## src/rtl/end_screen_seq_pkg.sv

```systemverilog
// rtl/end_screen_seq_pkg.sv - shared state encoding and counter width helper for the end screen
package end_screen_seq_pkg;

    typedef enum logic [2:0] {
        S_IDLE,
        S_REVEAL,
        S_HOLD,
        S_ARMED,
        S_DONE
    } state_t;

    // One spare bit so a counter can hold its terminal value without wrapping.
    function automatic int cnt_w(input int n);
        return $clog2(n) + 1;
    endfunction

endpackage

```

## src/rtl/end_screen_seq_tick_divider.sv

```systemverilog
// rtl/end_screen_seq_tick_divider.sv - counts N enabled ticks and strobes done on the Nth
module end_screen_seq_tick_divider
    import end_screen_seq_pkg::*;
#(
    parameter int N = 1
) (
    input  logic clk,
    input  logic rst,
    input  logic i_clr,
    input  logic i_en,
    output logic o_done
);

    localparam int W = cnt_w(N);
    localparam logic [W-1:0] TERM = W'(N - 1);

    logic [W-1:0] r_cnt;

    assign o_done = i_en && (r_cnt == TERM);

    always_ff @(posedge clk) begin
        if (rst || i_clr) begin
            r_cnt <= '0;
        end else if (i_en) begin
            r_cnt <= (r_cnt == TERM) ? '0 : r_cnt + 1'b1;
        end
    end

endmodule

```

## src/rtl/end_screen_seq.sv

```systemverilog
// rtl/end_screen_seq.sv - end-of-game overlay: score latch, best score, timed reveal, blink, restart arming
module end_screen_seq
    import end_screen_seq_pkg::*;
#(
    parameter int                    NUM_LINES    = 3,
    parameter int                    SCORE_W      = 12,
    parameter int                    REVEAL_TICKS = 1,
    parameter int                    BLINK_TICKS  = 1,
    parameter int                    ARM_TICKS    = 2,
    parameter logic [NUM_LINES-1:0]  BLINK_MASK   = 3'b100
) (
    input  logic                 clk,
    input  logic                 rst,
    input  logic                 module_en,
    input  logic                 tick,
    input  logic [SCORE_W-1:0]   score_in,
    input  logic                 key_restart,
    output logic [NUM_LINES-1:0] line_en,
    output logic [SCORE_W-1:0]   score_out,
    output logic [SCORE_W-1:0]   best_out,
    output logic                 new_best,
    output logic                 restart_req,
    output logic                 busy
);

    localparam int RW = cnt_w(NUM_LINES);

    state_t               r_state;
    logic [RW-1:0]        r_revealed;
    logic                 r_blink_on;
    logic [SCORE_W-1:0]   r_score;
    logic [SCORE_W-1:0]   r_best;
    logic                 r_new_best;
    logic                 r_restart;
    logic [NUM_LINES-1:0] r_line_en;

    state_t               w_state_nx;
    logic [RW-1:0]        w_revealed_nx;
    logic                 w_blink_nx;
    logic                 w_restart_nx;
    logic [NUM_LINES-1:0] w_line_nx;
    logic                 w_reveal_done;
    logic                 w_blink_done;
    logic                 w_arm_done;
    logic                 w_blinking;

    assign w_blinking = (r_state == S_HOLD) || (r_state == S_ARMED);

    end_screen_seq_tick_divider #(.N(REVEAL_TICKS)) u_reveal_div (
        .clk    (clk),
        .rst    (rst),
        .i_clr  (!module_en || (r_state != S_REVEAL)),
        .i_en   (tick && module_en && (r_state == S_REVEAL)),
        .o_done (w_reveal_done)
    );

    // A restart key in ARMED overrides the blink so DONE always starts steady.
    end_screen_seq_tick_divider #(.N(BLINK_TICKS)) u_blink_div (
        .clk    (clk),
        .rst    (rst),
        .i_clr  (!module_en || !w_blinking),
        .i_en   (tick && module_en && w_blinking && !((r_state == S_ARMED) && key_restart)),
        .o_done (w_blink_done)
    );

    end_screen_seq_tick_divider #(.N(ARM_TICKS)) u_arm_div (
        .clk    (clk),
        .rst    (rst),
        .i_clr  (!module_en || (r_state != S_HOLD)),
        .i_en   (tick && module_en && (r_state == S_HOLD)),
        .o_done (w_arm_done)
    );

    always_comb begin
        w_state_nx    = r_state;
        w_revealed_nx = r_revealed;
        w_blink_nx    = r_blink_on;
        w_restart_nx  = 1'b0;
        w_line_nx     = '0;
        if (!module_en) begin
            w_state_nx    = S_IDLE;
            w_revealed_nx = '0;
            w_blink_nx    = 1'b1;
        end else begin
            case (r_state)
                S_IDLE: begin
                    w_state_nx    = (NUM_LINES == 1) ? S_HOLD : S_REVEAL;
                    w_revealed_nx = RW'(1);
                    w_blink_nx    = 1'b1;
                end
                S_REVEAL: begin
                    if (w_reveal_done) begin
                        w_revealed_nx = r_revealed + 1'b1;
                        if (r_revealed == RW'(NUM_LINES - 1)) begin
                            w_state_nx = S_HOLD;
                            w_blink_nx = 1'b1;
                        end
                    end
                end
                S_HOLD: begin
                    if (w_blink_done) w_blink_nx = !r_blink_on;
                    if (w_arm_done)   w_state_nx = S_ARMED;
                end
                S_ARMED: begin
                    if (key_restart) begin
                        w_state_nx   = S_DONE;
                        w_restart_nx = 1'b1;
                        w_blink_nx   = 1'b1;
                    end else if (w_blink_done) begin
                        w_blink_nx = !r_blink_on;
                    end
                end
                S_DONE:  w_blink_nx = 1'b1;
                default: w_state_nx = S_IDLE;
            endcase
        end
        // Enables are computed from next-cycle values so they line up with the state register.
        for (int i = 0; i < NUM_LINES; i++) begin
            w_line_nx[i] = (w_state_nx != S_IDLE) && (RW'(i) < w_revealed_nx) &&
                           (!BLINK_MASK[i] || w_blink_nx || (w_state_nx == S_REVEAL));
        end
    end

    always_ff @(posedge clk) begin
        if (rst) begin
            r_state    <= S_IDLE;
            r_revealed <= '0;
            r_blink_on <= 1'b1;
            r_restart  <= 1'b0;
            r_line_en  <= '0;
        end else begin
            r_state    <= w_state_nx;
            r_revealed <= w_revealed_nx;
            r_blink_on <= w_blink_nx;
            r_restart  <= w_restart_nx;
            r_line_en  <= w_line_nx;
        end
    end

    always_ff @(posedge clk) begin
        if (rst) begin
            r_score    <= '0;
            r_best     <= '0;
            r_new_best <= 1'b0;
        end else begin
            if (!module_en) r_score <= score_in;
            if (module_en && (r_state == S_IDLE)) begin
                if (r_score > r_best) begin
                    r_best     <= r_score;
                    r_new_best <= 1'b1;
                end else begin
                    r_new_best <= 1'b0;
                end
            end
        end
    end

    assign line_en     = r_line_en;
    assign score_out   = r_score;
    assign best_out    = r_best;
    assign new_best    = r_new_best;
    assign restart_req = r_restart;
    assign busy        = (r_state != S_IDLE);

endmodule

```

## config.mk

```make
export PLATFORM = sky130hd
export DESIGN_NAME = end_screen_seq
export DESIGN_NICKNAME = d
export VERILOG_FILES = /design/src/rtl/end_screen_seq_pkg.sv /design/src/rtl/end_screen_seq_tick_divider.sv /design/src/rtl/end_screen_seq.sv
export SDC_FILE = /design/constraint.sdc
export NUM_CORES = 1
export LEC_CHECK = 0
export BUFFER_PORTS_ARGS = -buffer_cell sky130_fd_sc_hd__buf_2
export CORE_ASPECT_RATIO = 0.75
export CORE_UTILIZATION = 54
export DETAILED_ROUTE_END_ITERATION = 10
export PLACE_DENSITY = 0.83
export SKIP_LAST_GASP = 1
export SLEW_MARGIN = 20
export SYNTH_ARGS = -nofsm -noshare
export SYNTH_HDL_FRONTEND = slang
export SYNTH_SLANG_ARGS = --single-unit
```

## constraint.sdc

```tcl
create_clock -name clk -period 2.1 [get_ports clk]
set_clock_uncertainty 0.1 [all_clocks]
set_input_delay 0.525 -clock clk [delete_from_list [all_inputs] [get_ports clk]]
set_output_delay 0.525 -clock clk [all_outputs]
set_load 0.02 [all_outputs]
```

-- Word-level counts from Yosys, hierarchy flattened
Index checks and enable logic that the tools add are counted.
Widths: inputs -> output; s select.
- muxes and demuxes: 20
- equal/unequal tests: 9
- reductions and logical operators: 32
- magnitude comparators: 4
- add/subtract/negate cells: 4
- bitwise operators: 4
- operators with widths (cell ; number):
    $mux 3 ; 7
    $pmux 3 s5 ; 1
    $logic_and 1x1->1 ; 14
    $gt 12x12->1 ; 1
    $eq 3x2->1 const B ; 3
    $mux 1 ; 9
    $logic_or 1x1->1 ; 8
    $eq 3x1->1 const B ; 2
    $lt 1x3->1 const A ; 2
    $pmux 3 s2 ; 1
    $reduce_bool 3->1 ; 2
    $logic_not 1->1 ; 4
    $not 1->1 ; 4
    $pmux 1 s4 ; 1
    $add 3x1->3 const B ; 1
    $eq 3x3->1 const B ; 1
    $logic_not 3->1 ; 1
    $lt 2x3->1 const A ; 1
    $ne 3x1->1 const B ; 1
    $ne 3x2->1 const B ; 1
    $reduce_or 3->1 ; 1
    $add 1x1->1 const B ; 2
    $add 2x1->2 const B ; 1
    $eq 2x1->1 const B ; 1
    other kinds (3) ; 3
- flip-flop bits (word level): 40
- output and inout bits: 30
- input bits: 17
- word-level logic and storage cells: 84

-- Longest topological paths before layout
Gate-level depths: netlist of the first run.
- word-level depth: 11
- mapped depth: 8
- depth with buffers taken out: 7

-- Hierarchy
Synthesis of the first run repeated with hierarchy kept, for this count alone.
- cells, all modules: 233
- area total of the unflattened synthesis: 2094.5 um^2
- by module, submodules not included (module ; times used ; cells an instance ; area an instance (um^2)):
    end_screen_seq ; 1 ; 223 ; 2003.2
    end_screen_seq_tick_divider at u_arm_div ; 1 ; 8 ; 76.3
    end_screen_seq_tick_divider at u_blink_div ... ; 2 ; 1 ; 7.5

-- Worst setup path after synthesis of the first run
Ideal clock, no wire load.
- kind: register to register
- start: register r_best[3], in the netlist best_out[3]
- end: register r_best[10], in the netlist best_out[10]
- library setup time: 0.133 ns
- path slack: 0.009 ns
- period minus slack after synthesis: 2.091 ns
- path buffers: 1
- arrival time: 1.858 ns
- required time: 1.867 ns
- cell stages (with the launch flop): 9
- cell sequence: dfxtp_1 > inv_1 > ha_1 > and3_4 > nor2b_4 > o31a_4 > buf_6 > o2111ai_1 > o311ai_1
- cells in the longest elaborated chain, start to end: 2
- ends and longest elaborated chain (element ; RTL line ; RTL):
    from (decl) ; end_screen_seq.sv:32 ; logic [SCORE_W-1:0] r_best;
    from (signal assigned) ; end_screen_seq.sv:149 ; r_best <= r_score;
    $gt 12x12->1 ; end_screen_seq.sv:148 ; if (r_score > r_best) begin
    $reduce_and 2->1 (no line) ; - ;
Every way passes these cells.
A chain may end at the register's enable or synchronous reset.

-- Worst setup path after layout of the first run
- start: register r_best[7], in the netlist best_out[7]
- end: register r_best[8], in the netlist best_out[8]
Same word-level chain as after synthesis.

==> results.md, run 1 <==
* GRT Resource Usage Total at 26.2%
* Clk pwr share at 25.1%
* Final WS setup at 0.0390 ns
* Startpoint type of the worst setup path: flip-flop
* PwrDens at 725 nW/µm²
* Proportion of layout cells with a drive suffix above 1 at 32.3%
* Die X at 73.6 µm
* Worst skew pair latency at 0.29 ns
* Mapped Area at 2080 µm²
* Avg Vias per Cell at 6.20
* Vias in the first global route at 1732
* Post-DP HPWL at 3460 µm
* CP arrival at 2.12 ns
* Remaining antenna violation count at 0
* Area contributors post-synth: dfxtp_1, ha_1, mux2i_1
* Seq pwr share at 41.8%
* Core area at 3660 µm²
* Buffers on Ports at 46
* Dpl ws at -0.0568 ns
* Post-Route WL at 5640 µm
* I/O pin total at 47
* Tcrit/Tclk final at 98.1%
* Initial antenna violation count at 0
* Gr ovfl total at 0
* Least-Margin Pin Slew at 0.470 ns
* Starting Density at 56.7%
* # clock sinks at 38
* Dominant cell type by area after synthesis: dfxtp_1
* Final nets at 316
* Clock buffer depth at 2
* Fill cells at 274
* Post-layout min period at 2.06 ns
* Mapped Cells at 225
* Drt first pass iters at 5
* Hold crit path type: in2reg
* Cell-internal power at 1.23 mW
* TritonCTS clock tree: yes
* MaxCap Viol Count at 0
* Syn-to-layout area delta at 26.0%
* CP endpoint kind: flip-flop
* NetSw at 0.665 mW
* Root buffer cell: clkbuf_8
* Die Y at 55.7 µm
* Distinct cells, synth at 42
* Syn Nets at 256
* RSZ-0062 raised after global routing: true
* Switching share of power at 35.0%
* Slew Limit Fails at 0
* Final Core Density at 71.4%
* Post-synth top area share at 36.6%
* Most frequent cells in the layout: buf_2, dfxtp_1, nor2_1, buf_4, inv_1
* Antenna diode count at 0
* Htree depth at 2
* Clock transition at path regs at 0.07 ns
* Row cnt at 19
* Cell area after layout at 2620 µm²
* 1st-iter DRT viols at 174
* Flops & latches, synth at 38
* Comb power frac at 33.2%
* Worst endpoint required time at 2.16 ns
* VDD IR-drop max at 0.424 mV
* First-pass GRT wire length at 8230 µm
* F_max at 0.485 GHz
* Critical path type: reg2reg
* Most common cell after layout, fill and taps aside: buf_2
* Num CTS Buffers at 5
* Yosys warnings at 0
* Crit-path max FO at 6
* Routability cong. at 0.816
* Vias at 2090
* Sequential share of the synthesized area at 36.6%
* Mean Syn Cell Area at 9.23 µm²
* Slew HR at 68.5%
* Post-Route Setup TNS at 0 ns
* DRC at 0
* Status: complete, no violations
* WL per Instance at 16.7 µm
* Fin. Hold Viols at 0
* Placed Instance Area at 2400 µm²
* Largest net degree at the start of global routing at 23
* Setup violations, final at 0
* Die area at 4100 µm²
* Pleak at 1.12 nW
-- cell usage after synthesis --
library cell / instances
mux2i_1: 13
and2_1: 3
o2111ai_1: 12
a31oi_1: 4
o21ai_0: 3
a31oi_4: 1
and3_1: 3
a21oi_1: 11
xnor2_1: 1
nor2_1: 18
ha_1: 14
nand4_2: 1
nor2b_4: 1
nor4_1: 1
inv_1: 17
nor3_4: 2
nor3b_4: 1
o21ai_1: 2
clkinv_1: 1
nor3_1: 2
and3_4: 1
o31a_4: 1
clkbuf_1: 2
nand3_1: 7
nand4b_1: 3
buf_2: 7
nand2_1: 13
a221o_1: 1
nand2b_1: 1
nor2b_1: 3
xor2_1: 1
o311ai_0: 2
dfxtp_1: 38
a2bb2oi_1: 1
buf_1: 2
a221oi_1: 1
or3_1: 1
o311ai_1: 10
buf_4: 1
buf_6: 4
o31ai_1: 1
nand4_1: 13
-- final timing paths --
check,startpoint,endpoint,slack [ns],depth (start not counted)
worst min register to register,new_best,new_best,0.36,2
worst max register to register,best_out[7],best_out[8],0.04,7
worst max-delay path,best_out[7],best_out[8],0.04,7
worst min-delay path,score_in[0],score_out[0],0.36,3
-- timing repair --
action	CTS	global route
endpoints found under the setup margin	12	13
gates cloned	1	3
pin swaps	1	3
resized for setup	1	14
hold buffers	0	0
setup buffers	0	1
-- metrics by stage --
stage | hold slack (ns) | std cells | power [mW]
CTS | 0.359 | 333 | 1.78
global route | 0.364 | 337 | 1.97
global placement | 0.344 | 325 | 1.28
floorplan | 0.343 | 225 | 1.15
detailed placement | 0.355 | 325 | 1.30
finish | 0.360 | 337 | 1.90
-- sequential cells by signal, summed over array words and instances (netlist names) --
register and count:
best_out 12, r_blink_on 1, r_state 3, new_best 1
r_revealed 3, restart_req 1, score_out 12, u_arm_div.r_cnt 2
line_en 3
-- cells by family after synthesis --
logic type | share of synthesized area, %
and+or+nand+nor | 20.9
AOI/OAI and AO/OA | 18.7
DFF | 36.6
buffers and inverters | 8.20
adders and majority gates | 8.44
muxes | 6.27
xor gates and xnor gates | 0.844
-- worst max-delay path, cell delays in order, from the launching register on --
cell,delay [ns]
dfxtp_1,0.35
inv_1,0.06
ha_1,0.30
a21oi_1,0.18
o21ai_2,0.11
a221o_1,0.46
o2111ai_1,0.24
o311ai_1,0.14
-- layout make-up --
cell class / count / area [µm²] / share of cell area, %
clock buffer: 7 / 76.3 / 2.92
inverter: 18 / 67.6 / 2.58
multi-input combinational: 157 / 1260 / 48.0
sequential: 38 / 764 / 29.2
tap: 52 / 65.1 / 2.49
timing repair buffer: 65 / 385 / 14.7
-- routing by layer --
layer | up-vias | track usage (%) | part of all wire (%)
met1 | 960 | 37.3 | 45
met3 | 12 | 6.52 | 8.9
met2 | 136 | 39.3 | 45
met5 | - | 0 | 0
li1 | 982 | - | -
met4 | 0 | 7.42 | 1.5
-- power groups by stage --
stage / registers [mW] / logic [mW] / clock network [mW]
2_1_floorplan: 0.846 / 0.306 / 0
3_3_place_gp: 0.804 / 0.479 / 0
3_5_place_dp: 0.805 / 0.495 / 0
4_1_cts: 0.788 / 0.513 / 0.482
5_1_grt: 0.796 / 0.664 / 0.510
6_report: 0.792 / 0.629 / 0.476
Power figures use the tool's default switching activity.
==> run 2, diff against run 1 <==
--- a/config.mk
+++ b/config.mk
@@ -7,6 +7,7 @@
 export LEC_CHECK = 0
 export BUFFER_PORTS_ARGS = -buffer_cell sky130_fd_sc_hd__buf_2
 export CORE_ASPECT_RATIO = 0.75
+export CORE_MARGIN = 8
 export CORE_UTILIZATION = 54
 export DETAILED_ROUTE_END_ITERATION = 10
 export PLACE_DENSITY = 0.83
==> run 2 against run 1 <==
Compared with the run above:
- the run now ends with negative setup slack left
- combinational power is 2% lower
- critical path type unchanged
- sequential share of layout area is 0.14 points higher
- via count is 1.3% lower
- sequential power is 0.5% higher
- clock power hardly changed
- final area is 0.48% lower
- first-iteration DRC count is 20% higher
==> results.md, run 2 (synthesized netlist as in run 1, its figures left out) <==
* Status: finished with violations
* Failing checks: negative setup slack
* Critical-path top delay cell: o311ai_1
* Reg2reg start: best_out[9]
* Startpoint type of the worst setup path: flip-flop
* Setup violations, final at 2
* 1st-iter DRT viols at 209
* Final nets at 311
* Starting Density at 56.3%
* Proportion of layout cells with a drive suffix above 1 at 32.5%
* Worst reg2reg path depth at 7
* Final Core Density at 70.6%
* F_max at 0.467 GHz
* Die area at 6100 µm²
* Tcrit/Tclk final at 102%
* Vias at 2062
* Comb power frac at 32.7%
* Least-Margin Pin Slew at 0.440 ns
* WHS Endpoint: score_out[8]
* Post-DP HPWL at 3620 µm
* Critical path type: reg2reg
* Max incr delay on CP at 0.37 ns
* VDD IR-drop max at 0.512 mV
* DRC at 0
* CP endpoint kind: flip-flop
* Placed Instance Area at 2370 µm²
* Slew Limit Fails at 0
* Worst hold start: score_in[8]
* Die Y at 69.7 µm
* Row cnt at 19
* TritonCTS clock tree: yes
* Clock buffer depth at 2
* Pwr Total at 1.89 mW
* NetSw at 0.665 mW
* Hold crit path type: in2reg
* Clock transition at path regs at 0.07 ns
* Vias in the first global route at 1804
* Hold Buf Count CTS at 0
* Fin. Hold Viols at 0
* I/O pin total at 47
* Avg Vias per Cell at 6.21
* Antenna diode count at 0
* Die X at 87.6 µm
* DP Cell Count at 320
* Pleak at 1.10 nW
* MaxCap Viol Count at 0
* Drt first pass iters at 5
* Crit-path max FO at 12
* Post-layout min period at 2.14 ns
* CP arrival at 2.21 ns
* # clock sinks at 38
* Syn-to-layout area delta at 25.4%
* Worst reg2reg setup slack at -0.04 ns
* Seq pwr share at 42.1%
* Most frequent cells in the layout: buf_2, dfxtp_1, nor2_1, inv_1
* Largest net degree at the start of global routing at 25
* Root buffer cell: clkbuf_8
* Post-Route WL at 6050 µm
* Clk pwr share at 25.2%
* Layout Cells excl Fill at 332
* GRT Resource Usage Total at 17.8%
* Buffers on Ports at 46
* Cell area after layout at 2600 µm²
* WL per Instance at 18.2 µm
* Initial antenna violation count at 0
* Final WS setup at -0.0434 ns
* Reg-to-reg endpoint: best_out[9]
* Slew HR at 70.6%
* PwrDens at 726 nW/µm²
* Remaining antenna violation count at 0
* Most common cell after layout, fill and taps aside: buf_2
* Switching share of power at 35.2%
* Worst skew pair latency at 0.29 ns
* Num CTS Buffers at 5
* Routability cong. at 0.867
* Critical-path cell list: inv_1, ha_1, nand4_2, nor3_4, buf_12, a31oi_4, o311ai_1
* Cell-internal power at 1.23 mW
* First-pass GRT wire length at 8560 µm
* Htree depth at 2
* Gr ovfl total at 0
* Hold-critical path depth at 3
* Core area at 3680 µm²
* Worst endpoint required time at 2.17 ns
[run 2: cell types whose count changed in the layout (fill, tap and decap cells not counted)]
cell	previous run	this run
a221oi_1	0	1
a221oi_2	1	0
a31oi_2	1	0
buf_12	1	2
buf_4	18	13
nand4_2	0	1
nand4_4	1	0
o2111ai_1	12	6
o2111ai_2	0	6
o311ai_0	1	0
o311ai_1	11	12
o31ai_1	0	1
o31ai_2	1	0
[run 2: cell type report]
type	count	area, µm²
Clock buffer	7	76.3
Fill cell	264	1080
Inverter	18	67.6
Multi-Input combinational cell	156	1260
Sequential cell	38	764
Tap cell	52	65.1
Timing Repair Buffer	61	368
[run 2: per-layer routing]
metal / up-vias / wire [µm] / global-route usage (%)
li1: 964 / - / -
met1: 942 / 2540 / 22.8
met2: 139 / 2740 / 26.2
met3: 17 / 633 / 5.33
met4: 0 / 137 / 8.94
met5: - / 0 / 0
[run 2: metrics by stage]
stage          hold slack [ns]  setup slack (ns)   TNS, ns
3_3_place_gp             0.341            0.0484         0
4_1_cts                  0.358          -0.00469  -0.00469
5_1_grt                  0.368            -0.122    -0.800
3_5_place_dp             0.355           -0.0123   -0.0383
6_report                 0.360           -0.0434   -0.0472
2_1_floorplan            0.343           0.00859         0
[run 2: critical path: cells and delay by family (launching register included)]
family,cells,cell delay [ns]
compound gates,2,0.56
simple gates,2,0.44
fa+ha+maj,1,0.35
flops,1,0.34
buf+inv,2,0.22
[run 2: power by group through the flow]
| stage | clock, mW | sequential, mW | combinational, mW |
|---|---|---|---|
| after global routing | 0.510 | 0.802 | 0.651 |
| after global placement | 0 | 0.806 | 0.471 |
| after floorplan | 0 | 0.846 | 0.306 |
| after CTS | 0.479 | 0.792 | 0.504 |
| after detailed placement | 0 | 0.808 | 0.478 |
| final | 0.476 | 0.796 | 0.618 |
[run 2: what timing repair did]
item | 4_1_cts | 5_1_grt
pin swaps | 2 | 4
endpoints found under the setup margin | 12 | 13
setup buffers | 0 | 2
gates cloned | 1 | 2
gates resized for setup | 2 | 16
[run 2: worst max-delay path by stage]
| stage | end | start | slack, ns | cells past startpoint |
|---|---|---|---|---|
| detailed placement | best_out[5] | best_out[7] | -0.01 | 7 |
| CTS | best_out[5] | best_out[11] | -0.005 | 7 |
| floorplan | best_out[10] | best_out[3] | 0.009 | 8 |
| finish | best_out[9] | best_out[9] | -0.04 | 7 |
| global placement | best_out[11] | best_out[7] | 0.05 | 7 |
| global route | best_out[9] | best_out[9] | -0.12 | 9 |
